File: config.mk
export PLATFORM = sky130hd
export DESIGN_NAME = fifo_tx_arbiter
export DESIGN_NICKNAME = d
export VERILOG_FILES = /design/src/rtl/fifo_tx_arbiter.sv
export SDC_FILE = /design/constraint.sdc
export NUM_CORES = 1
export LEC_CHECK = 0
export CORE_UTILIZATION = 47
export CTS_CLUSTER_DIAMETER = 40
export CTS_CLUSTER_SIZE = 20
export DETAILED_ROUTE_END_ITERATION = 10
export PLACE_DENSITY = 0.92
export SKIP_CTS_REPAIR_TIMING = 1
export SYNTH_ARGS = -nofsm -noshare
export SYNTH_HDL_FRONTEND = slang
export SYNTH_SLANG_ARGS = --single-unit
File: constraint.sdc
create_clock -name clk -period 6 [get_ports clk]
set_clock_uncertainty 0.15 [all_clocks]
set_input_delay 0.6 -clock clk [delete_from_list [all_inputs] [get_ports clk]]
set_output_delay 0.6 -clock clk [all_outputs]
set_load 0.02 [all_outputs]
File: src/rtl/fifo_tx_arbiter.sv
// ============================================================================
// Module      : fifo_tx_arbiter
// Description : Round-robin arbiter that feeds one requester at a time into a
//               fifo through a tx_rdy / tx_done handshake.
// Revision    : 1.0 - initial release
// ============================================================================
`timescale 1ns/1ps
`default_nettype none

module fifo_tx_arbiter #(
    parameter int WIDTH     = 8,
    parameter int NUM_REQ   = 4,
    parameter int GNT_WIDTH = 2
) (
    input  logic                     clk,
    input  logic                     rst_n,
    input  logic [NUM_REQ-1:0]       req_rdy,
    input  logic [WIDTH*NUM_REQ-1:0] req_data,
    output logic [NUM_REQ-1:0]       req_done,
    output logic                     tx_rdy,
    input  logic                     tx_done,
    output logic [WIDTH-1:0]         tx_data,
    output logic [GNT_WIDTH-1:0]     grant,
    output logic                     busy,
    output logic [15:0]              xfer_count
);

    localparam logic [1:0] S_IDLE    = 2'd0;
    localparam logic [1:0] S_SEND    = 2'd1;
    localparam logic [1:0] S_RELEASE = 2'd2;

    localparam logic [GNT_WIDTH-1:0] C_LAST_RST = GNT_WIDTH'(NUM_REQ - 1);
    localparam logic [NUM_REQ-1:0]   C_ONE      = NUM_REQ'(1);

    logic [1:0]           r_state;
    logic [GNT_WIDTH-1:0] r_last;
    logic [GNT_WIDTH-1:0] r_grant;
    logic [WIDTH-1:0]     r_tx_data;
    logic [NUM_REQ-1:0]   r_req_done;
    logic                 r_tx_rdy;
    logic                 r_busy;
    logic [15:0]          r_xfer_count;

    logic                 w_any_req;
    logic [GNT_WIDTH-1:0] w_winner;
    logic                 w_release_ok;
    logic [15:0]          w_xfer_nxt;

    // Search downward so the requester closest after r_last is written last and wins.
    always_comb begin
        w_any_req = |req_rdy;
        w_winner  = '0;
        for (int k = NUM_REQ; k >= 1; k--) begin
            if (req_rdy[(int'(r_last) + k) % NUM_REQ]) begin
                w_winner = GNT_WIDTH'((int'(r_last) + k) % NUM_REQ);
            end
        end
    end

    assign w_release_ok = !tx_done && !req_rdy[r_grant];

    always_comb begin
        w_xfer_nxt = r_xfer_count;
        if (r_state == S_RELEASE && w_release_ok) begin
            w_xfer_nxt = 16'(r_xfer_count + 16'd1);
        end
    end

    always_ff @(posedge clk or negedge rst_n) begin
        if (!rst_n) begin
            r_state      <= S_IDLE;
            r_last       <= C_LAST_RST;
            r_grant      <= '0;
            r_tx_data    <= '0;
            r_req_done   <= '0;
            r_tx_rdy     <= 1'b0;
            r_busy       <= 1'b0;
            r_xfer_count <= 16'd0;
        end else begin
            r_xfer_count <= w_xfer_nxt;
            case (r_state)
                S_IDLE: begin
                    if (w_any_req) begin
                        r_grant   <= w_winner;
                        r_tx_data <= req_data[w_winner*WIDTH +: WIDTH];
                        r_tx_rdy  <= 1'b1;
                        r_busy    <= 1'b1;
                        r_state   <= S_SEND;
                    end
                end
                S_SEND: begin
                    if (tx_done) begin
                        r_tx_rdy   <= 1'b0;
                        r_req_done <= C_ONE << r_grant;
                        r_state    <= S_RELEASE;
                    end
                end
                S_RELEASE: begin
                    if (w_release_ok) begin
                        r_req_done <= '0;
                        r_last     <= r_grant;
                        r_busy     <= 1'b0;
                        r_state    <= S_IDLE;
                    end
                end
                default: begin
                    r_tx_rdy   <= 1'b0;
                    r_req_done <= '0;
                    r_busy     <= 1'b0;
                    r_state    <= S_IDLE;
                end
            endcase
        end
    end

    assign req_done   = r_req_done;
    assign tx_rdy     = r_tx_rdy;
    assign tx_data    = r_tx_data;
    assign grant      = r_grant;
    assign busy       = r_busy;
    assign xfer_count = r_xfer_count;

endmodule

`default_nettype wire

* Yosys cells after proc, flatten, opt, wreduce, memory -nomap -nowiden *
Cells that the tools add are included.

operators by class
  add/subtract/negate cells = 5
  magnitude comparators = 5
  eq/ne operators = 5
  shift-type cells = 2
  muxes and demuxes = 30
  bitwise operators = 7
  reduce and logical (&&, ||, !) cells = 16

operators by type and width
  operator                                                    count
  indexed part select 32 x 6 -> 8 bit                         1
  adder 16 x 1 -> 16 bit, second input constant               1
  less-than comparator 3 x 4 -> 1 bit, second input constant  4
  two-way mux 2 bit                                           7
  two-way mux 1 bit                                           12
  one-hot mux 4 bit (3 select lines)                          1
  AND reduction 3 bit                                         4
  binary-select mux 1 bit (select 2 bit)                      5
  two-way mux 4 bit                                           2
  OR reduction 2 bit                                          4
  != test 2 bit, second input constant                        3
  one-hot mux 1 bit (3 select lines)                          2
  one-hot mux 2 bit (3 select lines)                          1
  adder 2 x 1 -> 2 bit, second input constant                 2
  adder 2 bit, second input constant                          2
  bitwise AND 1 bit, first input constant                     4
  AND reduction 2 bit                                         2
  OR reduction 4 bit                                          1
  << shifter 1 x 2 -> 4 bit, first input constant             1
  less-than comparator 2 x 3 -> 1 bit, second input constant  1
  NOT 1 bit                                                   3
  == test 2 x 1 -> 1 bit, second input constant               1
  == test 2 bit, second input constant                        1
  logical AND 1 bit                                           2
  other kinds (2)                                             3

storage, ports and cells
  register bits = 36

* Logic depth before layout (Yosys ltp) *
  depth after elaboration = 11
  mapped depth = 7
  gate-level depth less buffers = 5

* Worst setup path before layout *
Ideal clock, no wire load.

  path type = flip-flop to flip-flop
  start point = register r_grant[0], in the netlist grant[0]
  end point = register r_xfer_count[13], in the netlist xfer_count[13]
  arrival = 2.167 ns
  data required time = 5.721 ns
  slack = 3.554 ns
  stages on the path, launching flop included = 7
  path buffers = 1
  period minus slack after synthesis = 2.446 ns
  cells stage by stage = dfrtp_1 mux4_2 or3_1 buf_2 nor4b_4 nand3_1 xnor2_1

on the way
  word-level cells in the longest chain between the ends = 5

RTL lines
  what                                     line  text
  from (decl)                              37    logic [GNT_WIDTH-1:0] r_grant;
  from (signal assigned)                   84    r_grant <= w_winner;
  binary-select mux 1 bit (select 2 bit)   60    assign w_release_ok = !tx_done && !req_rdy[r_grant];
  two-way mux 1 bit (not written as such)  60
  zero test 1 bit                          60
  logical AND 1 bit                        60
  logical AND 1 bit                        64    if (r_state == S_RELEASE && w_release_ok) begin
  to (signal assigned)                     80    r_xfer_count <= w_xfer_nxt;
  to (decl)                                42    logic [15:0] r_xfer_count;

Every way passes these cells. The select of a mux whose other input is x is not followed.
A chain may end at the register's enable or synchronous reset.

* Worst setup path after layout *
  start point = input port req_rdy[3]
  end point = register r_tx_data[7], in the netlist tx_data[7]

on the way
  word-level cells in the longest chain between the ends = 8

RTL lines
  what                                                  line  text
  from (decl)                                           17    input logic [NUM_REQ-1:0] req_rdy,
  binary-select mux 1 bit (select 2 bit)                54    if (req_rdy[(int'(r_last) + k) % NUM_REQ]) begin
  two-way mux 1 bit (not written as such) (2 in a row)  54
  two-way mux 2 bit (4 in a row)                        54
  indexed part select 32 x 6 -> 8 bit                   85    r_tx_data <= req_data[w_winner*WIDTH +: WIDTH];
  to (signal assigned)                                  85
  to (decl)                                             38    logic [WIDTH-1:0] r_tx_data;

Several ways; a longest one is shown, not always the timed one. The select of a mux whose other input is x is not followed.

==> summary.md <==
| Metric | Value |
|---|---|
| PD cells | 396 nW/um^2 |
| Post-synth EDFFs | 0 |
| Initial antenna violation count | 0 |
| Most numerous cell in the Yosys netlist | dfrtp_1 |
| Detailed Route WL | 3.79 mm |
| Outcome | finished, final reports clean |
| Slew HR | 17.2% |
| Area growth, synth to finish | 44.5% |
| Synth Register Bits | 36 |
| Mux cell area share after synthesis | 12.6% |
| Top Ports | 71 |
| Antenna cell count | 0 |
| CP Data Required Time | 6030 ps |
| RSZ-0062 raised after global routing | no |
| Detailed placement HPWL | 2.93 mm |
| First-pass DRT Iterations | 4 |
| Crit path largest cell delay | 1000 ps |
| Max frequency | 0.354 GHz |
| Crit-path slowest cell | a31oi_2 |
| Xor-xnor portion of the synthesized cell area | 7.24% |
| Initial core utilization | 49.2% |
| Total power | 1.04 mW |
| Final setup fails | 0 |
| Port Buffer Count | 70 |
| Maximum vdd drop | 0.293 mV |
| Netlist cell types | 40 |
| Largest area contributor in the netlist | dfrtp_1 |
| Ys flop type | dfrtp_1 |
| Gpl congestion | 0.810 |
| Dominant cells by area after synthesis | dfrtp_1 (47%), mux2i_1 (8.8%), xnor2_1 (6.3%) |
| Post-Synth Simple-Gate Area | 18.5% |
| Final Max Slew Viols | 0 |
| Final hold slack | 240 ps |
| Maxcap violations | 0 |
| Filler cell count in the final layout | 286 |
| Worst-case clock buffer depth | 2 |
| CP top delay family | compound AO/OA/AOI/OAI gates |
| Syn Std Cell Area | 1810 um^2 |
| Crit path kind | input pin to flop |
| Root buffer cell | clkbuf_8 |
| Final Critical Period | 2830 ps |
| Largest family of logic cells by synthesized area | simple AND/OR/NAND/NOR gates |
| Vias | 1,530 |
| Synth Instances | 166 |
| Core area | 3690 um^2 |
| # DRC | 0 |
| WL/cell | 13.4 um |
| Leakage | 1.11 nW |
| Final ANT Viol Nets | 0 |
| CP Capture Type | flop |
| Htree depth | 2 |
| Mapped Nets | 206 |
| Total CTS buffers | 5 |
| Maximum fanout along the worst path | 18 |
| Hold Violations, Final | 0 |
| HP Class | input pin to async pin |
| Top cells by count, synth | dfrtp_1 (34), mux2i_1 (16), nand2_1 (16), xnor2_1 (13) |
| Nets | 275 |
| YS warnings | 0 |
| Gr ovfl total | 0 |
| Cell Chain, Critical Path | clkdlybuf4s50_1 > nand3b_1 > a31oi_2 > mux2i_1 > and2_1 > o41ai_1 |
| Tot GR Track Use | 20.8% |
| Clk Latency, worst-skew pair | 280 ps |
| Die height | 64.1 um |
| Total die area | 4110 um^2 |
| Row count | 22 |
| Final Cycle Share | 47.1% |
| Die W | 64.1 um |
| Via density | 5.41 |
| Post-synthesis sequential area ratio | 49.8% |
| Share of flip-flops with an asynchronous set or reset | 100% |
| Complex-gate fraction of the synthesized area | 9.03% |
| Worst Tran Pin Value | 1240 ps |
| Vias in the first global route | 1,432 |
| Top-area cell type share of the netlist area | 46.9% |
| Largest net degree at the start of global routing | 37 |
| Syn avg cell area | 10.9 um^2 |
| Setup TNS | 0 ps |
| WP buf/inv | 1 |
| Worst-path clk slew | 70 ps |
| Arrival time worst endpoint | 2850 ps |
| DRT iter0 DRCs | 84 |
| Adder-cell share of the synthesized area | 0.690% |
| Share of cells above drive strength 1 | 8.09% |
| Clock tree sinks | 36 |
| First-pass GRT wire length | 6.48 mm |
| CTS tree | done |
| CP startpoint kind | input pin |
placed cells by master, fill, tap and decap left out, types with 3 or more instances in the layout:
cell | Yosys | final
clkdlybuf4s50_1 | 0 | 69
dfrtp_1 | 34 | 34
mux2i_1 | 16 | 16
nand2_1 | 16 | 16
xnor2_1 | 13 | 13
nor2_1 | 9 | 9
nand3_1 | 9 | 9
o221ai_1 | 8 | 8
nand2b_1 | 6 | 6
clkbuf_8 | 0 | 5
mux2_2 | 4 | 4
o21ai_0 | 3 | 3
and3_1 | 3 | 3
worst register-to-register path: cells and delay by family (launching register included):
kind            cells  cell delay (ps)
simple gates        2              300
flops               1              590
mux                 1              170
compound gates      2             1220
registers in the layout, indices dropped and copies added (netlist names):
signal,cells
xfer_count,16
tx_data,8
req_done,4
grant,2
r_last,2
r_state,2
busy,1
tx_rdy,1
path summary, 6_finish.rpt:
kind / from / endpoint / slack (ps) / depth (start not counted)
max: req_rdy[3] / tx_data[7] / 3170 / 6
min: rst_n / xfer_count[3] / 240 / 1
max reg2reg: r_last[1] / tx_data[7] / 3470 / 5
min reg2reg: xfer_count[15] / xfer_count[15] / 330 / 1
max in group asynchronous: rst_n / tx_data[0] / 4980 / 1
min in group clk: xfer_count[15] / xfer_count[15] / 330 / 1
report_power, final:
group	total (mW)	switching (mW)	internal, mW
Combinational	0.474	0.229	0.244
Clock	0.157	0.0778	0.0788
Sequential	0.407	0.0832	0.324
Total	1.04	0.391	0.647
final cells by class:
| cell class | instances | area, um^2 | area share, % |
|---|---|---|---|
| Sequential cell | 36 | 903 | 34.5 |
| Clock inverter | 1 | 5.00 | 0.191 |
| Multi-Input combinational cell | 120 | 877 | 33.5 |
| Timing Repair Buffer | 70 | 696 | 26.5 |
| Clock buffer | 6 | 72.6 | 2.77 |
| Inverter | 2 | 7.51 | 0.286 |
| Tap cell | 48 | 60.1 | 2.29 |
through the flow:
step,util (%),area [um^2],setup slack (ps),std cells
floorplan,-,1810,3550,166
global placement,69.0,2540,2980,276
detailed placement,69.0,2540,2850,276
CTS,71.1,2620,3140,283
global route,71.1,2620,2950,283
finish,71.1,2620,3170,283
cells by family after synthesis:
logic type,after synthesis
buffers and inverters,10
flip-flops,36
adder cells (fa/ha/maj),1
AND/OR/NAND/NOR,61
multiplexers,21
XOR/XNOR,15
AO/OA/AOI/OAI,22
metal layers:
metal  vias up  track usage [%]  share of wire, %
met5         -                0                 0
met3         6             7.14               6.5
met4         0             5.00              0.95
li1        731                -                 -
met2        65             33.8                49
met1       728             26.8                44
Note: power is estimated with default switching activity, not from simulation.
